File: src/rtl/ifetch_ctrl.sv
// Instruction-fetch controller: owns the PC, drives the instruction memory address and fills IF/ID.
// Optional build macro IFETCH_HALT_INSTR_EN makes 32'hFFFF_FFFF a halt marker instead of a normal word.
//
// state | meaning
// RUN   | fetching one word per cycle into IF/ID
// HALT  | PC frozen, IF/ID invalid; only a branch or reset leaves
module ifetch_ctrl #(
    parameter int          NumInst = 64,
    parameter logic [31:0] ResetPC = 32'h0000_0000
) (
    input  logic        clk,
    input  logic        rst,
    input  logic        stall,
    input  logic        branch_taken,
    input  logic [31:0] branch_target,
    output logic [31:0] imem_addr,
    input  logic [31:0] imem_instr,
    output logic [31:0] if_id_instr,
    output logic [31:0] if_id_pc,
    output logic [31:0] if_id_pc4,
    output logic        if_id_valid,
    output logic        halted,
    output logic [31:0] fetch_count
);

    typedef enum logic {RUN = 1'b0, HALT = 1'b1} state_t;

    // 33 bits so the end-of-program compare is unsigned and cannot overflow.
    localparam logic [32:0] PcLimit = 33'(NumInst) << 2;

    state_t      state, state_nxt;
    logic [31:0] pc, pc_nxt;
    logic [31:0] instr_nxt, id_pc_nxt, id_pc4_nxt, count_nxt;
    logic        valid_nxt;
    logic        end_of_prog;
    logic        halt_marker;
    logic [31:0] pc_plus4;
    logic [31:0] redirect_pc;

`ifdef IFETCH_HALT_INSTR_EN
    assign halt_marker = (imem_instr == 32'hFFFF_FFFF);
`else
    assign halt_marker = 1'b0;
`endif

    assign pc_plus4    = pc + 32'd4;
    assign redirect_pc = {branch_target[31:2], 2'b00};
    assign end_of_prog = ({1'b0, pc} >= PcLimit);

    always_ff @(posedge clk) begin
        if (rst) begin
            state       <= RUN;
            pc          <= ResetPC;
            if_id_instr <= '0;
            if_id_pc    <= '0;
            if_id_pc4   <= '0;
            if_id_valid <= 1'b0;
            fetch_count <= '0;
        end else begin
            state       <= state_nxt;
            pc          <= pc_nxt;
            if_id_instr <= instr_nxt;
            if_id_pc    <= id_pc_nxt;
            if_id_pc4   <= id_pc4_nxt;
            if_id_valid <= valid_nxt;
            fetch_count <= count_nxt;
        end
    end

    always_comb begin
        state_nxt  = state;
        pc_nxt     = pc;
        instr_nxt  = if_id_instr;
        id_pc_nxt  = if_id_pc;
        id_pc4_nxt = if_id_pc4;
        valid_nxt  = if_id_valid;
        count_nxt  = fetch_count;
        unique case (state)
            RUN: begin
                if (branch_taken) begin
                    // Squash the wrong-path word; data fields keep their old contents.
                    pc_nxt    = redirect_pc;
                    valid_nxt = 1'b0;
                end else if (stall) begin
                    // Everything holds.
                end else if (end_of_prog || halt_marker) begin
                    state_nxt = HALT;
                    valid_nxt = 1'b0;
                end else begin
                    instr_nxt  = imem_instr;
                    id_pc_nxt  = pc;
                    id_pc4_nxt = pc_plus4;
                    valid_nxt  = 1'b1;
                    pc_nxt     = pc_plus4;
                    count_nxt  = fetch_count + 32'd1;
                end
            end
            HALT: begin
                valid_nxt = 1'b0;
                if (branch_taken) begin
                    pc_nxt    = redirect_pc;
                    state_nxt = RUN;
                end
            end
            default: state_nxt = RUN;
        endcase
    end

    assign imem_addr = pc;
    assign halted    = (state == HALT);

endmodule
File: config.mk
export PLATFORM = sky130hd
export DESIGN_NAME = ifetch_ctrl
export DESIGN_NICKNAME = d
export VERILOG_FILES = /design/src/rtl/ifetch_ctrl.sv
export SDC_FILE = /design/constraint.sdc
export NUM_CORES = 1
export LEC_CHECK = 0
export CORE_UTILIZATION = 30
export CTS_CLUSTER_DIAMETER = 150
export DETAILED_ROUTE_END_ITERATION = 8
export GPL_TIMING_DRIVEN = 0
export PLACE_DENSITY = 0.57
export SYNTH_ARGS = -nofsm -noshare
export SYNTH_HDL_FRONTEND = slang
export SYNTH_SLANG_ARGS = --single-unit
export TNS_END_PERCENT = 100
File: constraint.sdc
create_clock -name clk -period 7.85 [get_ports clk]
set_clock_uncertainty 0.2 [all_clocks]
set_input_delay 1.9625 -clock clk [delete_from_list [all_inputs] [get_ports clk]]
set_output_delay 1.9625 -clock clk [all_outputs]
set_load 0.05 [all_outputs]
==> flow_summary.yaml <==
clocking:
  cts_buffers: 17
  clock-sinks: 156
  hold_buffers: 0
  post-cts-setup-buffers: 0
  clk_pin_slew_ns: 0.07
  ctsResizeCount: 0
  cts_max_level: 4
  cts_root_buffer: "clkbuf_16"
  cts_tree: "yes"
  insertion_delay_ns: 0.43
  cts_max_path_buffers: 2
route:
  viasPerCell: 4.66
  drt_pass1_iterations: 4
  dr.first_iter.drc_count: 247
  ant_nets: 0
  wl_per_cell_um: 15.7
  via_count: 5465
  wl_mm: 18.4
  drcViolationCount: 0
die:
  core_area_um2: 18800
  die_y_um: 141
  rows: 50
  io_pins: 230
  die_w_um: 141
  initial_core_util_pct: 30.9
  die-area_um2: 20000
synthesis:
  ys_types: 43
  ys_ff_latch: 156
  synthSimpleGateAreaFrac_pct: 24.3
  synthAdderAreaFrac_pct: 0.645
  synth_area_leader_cell: "dfxtp_1"
  synth_edf_count: 0
  synth_top_family_by_area: "simple AND/OR/NAND/NOR gates"
  synth_top_cell_area_share_pct: 53.7
  syn_avg_cell_area_um2: 8.87
  synth-async-reset-ratio_pct: 0
  synth_area_um2: 5820
  synthXorXnorAreaFrac_pct: 3.31
  synthMuxAreaShare_pct: 2.95
  synth_compound_area_share_pct: 10.3
  synth-seq-area-share_pct: 53.7
  yosys_warnings: 0
  yosys_most_used_dff: "dfxtp_1"
  netlist_top_cells_area: "dfxtp_1, nand2_1, and3_1, a21oi_1, nor2_1"
  synth_cells: 656
critical_path:
  crit_slowest_cell: "clkdlybuf4s50_1"
  cp_top_family: "simple AND/OR/NAND/NOR gates"
  r2r-end: "if_id_instr[18]$_SDFFE_PP0P_"
  setup.worst_path.end: "fetch_count[30]$_SDFFE_PP0P_"
  r2r_cells: 7
  startpoint: "stall"
  crit_buf_inv: 3
  slowest_delay_ns: 0.50
  cp-start-kind: "input pin"
  critPathCaptureType: "flip-flop"
  worst-path-stages: 8
  cpMostUsedCell: "or3_1"
  cp_cell_sequence: "clkdlybuf4s50_1, or3_1, or4_1, buf_2, or4b_1, clkbuf_2, or3_1, a21oi_1"
  r2r-start: "imem_addr[11]$_SDFFE_PP0P_"
  critPathMaxFanout: 9
  crit_type: "input pin to flip-flop"
  r2r_setup_slack_ns: 4.84
  worstPathArrival_ns: 4.62
  worstPathRequired_ns: 8.01
global_route:
  grt_start_max_net_pins: 19
  grt_usage_pct: 18.7
  grt_pass1_vias: 5221
  grt_pass1_wl_mm: 28.7
  grt_overflow: 0
  antenna_found_initial: 0
layout:
  multi_input_area_um2: 2440
  n_antenna_cell: 0
  area_delta_synth_final_pct: 53.9
  nets: 970
  layout.filler_cells: 1893
  final_util_pct: 47.5
  seqCellArea_um2: 3120
  drive_gt1_share_pct: 5.15
sta:
  rsz0062_at_grt: "no"
  hold_violations: 0
  setup_viol: 0
  max_slew_margin_pct: 34.4
  slew_violations: 0
  fin_crit_sh_pct: 56.9
  max_freq_mhz: 224
  layout_min_cycle_time_ns: 4.46
  timing.setup.tns_ns: 0
  worstMarginPinSlew_ns: 0.976
pwr:
  p_leak_nw: 3.29
  powerDensity_nw_per_um2: 201
  pwr-share-seq_pct: 45.2
  swShare_pct: 27.9
  clockPowerShare_pct: 45.8
  p_int_w: 0.00130
  p_switching_w: 0.000503
  ir_drop_uv: 128
  p_total_w: 0.00180
  pwr-share-comb_pct: 9.1
job:
  maxCapViolations: 0
place:
  globalplace.congestion: 0.777
  port_buffers: 219
  dp_hpwl_mm: 13.3
run_status:
  outcome: "finished, final reports clean"
hold_path:
  hold_path_class: "flip-flop to flip-flop"
-- power groups by stage --
stage / Clock [W] / Combinational (W) / Sequential (W)
6_report: 0.000824 / 0.000164 / 0.000813
2_1_floorplan: 0 / 0.0000545 / 0.000866
3_5_place_dp: 0 / 0.000164 / 0.000832
5_1_grt: 0.000878 / 0.000176 / 0.000815
4_1_cts: 0.000845 / 0.000165 / 0.000813
3_3_place_gp: 0 / 0.000165 / 0.000832
-- Yosys cell counts (all sizes together), types with 8 or more instances --
| master | n |
|---|---|
| nand3 | 16 |
| or3 | 14 |
| nand2 | 104 |
| mux2i | 16 |
| nor2 | 45 |
| nor4 | 20 |
| o21ai | 21 |
| buf | 8 |
| dfxtp | 156 |
| nor3 | 8 |
| and3 | 54 |
| inv | 13 |
| clkbuf | 43 |
| xnor2 | 19 |
| a21oi | 61 |
-- worst min path at each step --
stage | cells after the start | end | startpoint | slack (ns)
floorplan | 2 | if_id_instr[0]$_SDFFE_PP0P_ | if_id_instr[0]$_SDFFE_PP0P_ | 0.48
global placement | 2 | if_id_instr[24]$_SDFFE_PP0P_ | if_id_instr[24]$_SDFFE_PP0P_ | 0.24
detailed placement | 2 | if_id_pc[4]$_SDFFE_PP0P_ | if_id_pc[4]$_SDFFE_PP0P_ | 0.25
CTS | 2 | if_id_pc[4]$_SDFFE_PP0P_ | if_id_pc[4]$_SDFFE_PP0P_ | 0.26
global route | 2 | if_id_instr[16]$_SDFFE_PP0P_ | if_id_instr[16]$_SDFFE_PP0P_ | 0.27
finish | 2 | if_id_instr[19]$_SDFFE_PP0P_ | if_id_instr[19]$_SDFFE_PP0P_ | 0.25
-- sequential cells by signal (all words and copies together), names as in the netlist --
register	cells
if_id_instr	32
fetch_count	32
if_id_pc	30
halted	1
if_id_pc4	30
imem_addr	30
if_id_valid	1
-- placed cells by master (no fill, tap or decap), types with 8 or more instances in the layout --
cell type,n
a21oi_1,61
and3_1,54
clkbuf_1,42
clkbuf_16,17
clkdlybuf4s50_1,219
dfxtp_1,156
inv_1,13
mux2i_1,16
nand2_1,104
nand3_1,16
nor2_1,45
nor3_1,8
nor4_1,20
o21ai_0,21
or3_1,14
xnor2_1,19
-- cells by family after synthesis --
logic type,Yosys count
XOR/XNOR,22
AO/OA/AOI/OAI,107
AND/OR/NAND/NOR,286
buffers and inverters,64
flip-flops,156
other,1
multiplexers,17
adder cells (fa/ha/maj),3
-- through the flow --
stage	setup WS, ns	area [um^2]	std cells	hold slack, ns
floorplan	3.50	5840	661	0.475
global placement	2.94	8350	1140	0.241
detailed placement	2.94	8350	1140	0.246
CTS	3.38	8950	1172	0.256
global route	3.26	8950	1172	0.266
finish	3.39	8950	1172	0.254
-- area by class of cell --
class | count | area share [%]
inverter | 13 | 0.545
timing repair buffer | 219 | 24.5
clock inverter | 15 | 1.92
tap | 260 | 3.63
buffer | 51 | 2.50
clock buffer | 17 | 4.75
multi-input combinational | 441 | 27.3
sequential | 156 | 34.9
-- tightest hold or removal path: cells and delay by family, from the launching register on --
kind	cells	cell delay [ns]
flip-flops	1	0.31
AND/OR/NAND/NOR	1	0.05
AO/OA/AOI/OAI	1	0.05
-- layer usage --
layer | global-route usage, % | part of all wire [%] | up-vias
li1 | - | - | 2749
met1 | 23.9 | 46 | 2533
met2 | 28.8 | 44 | 167
met3 | 7.64 | 8.7 | 16
met4 | 5.15 | 1.1 | 0
met5 | 0 | 0 | -
Note: power is estimated with default switching activity, not from simulation.
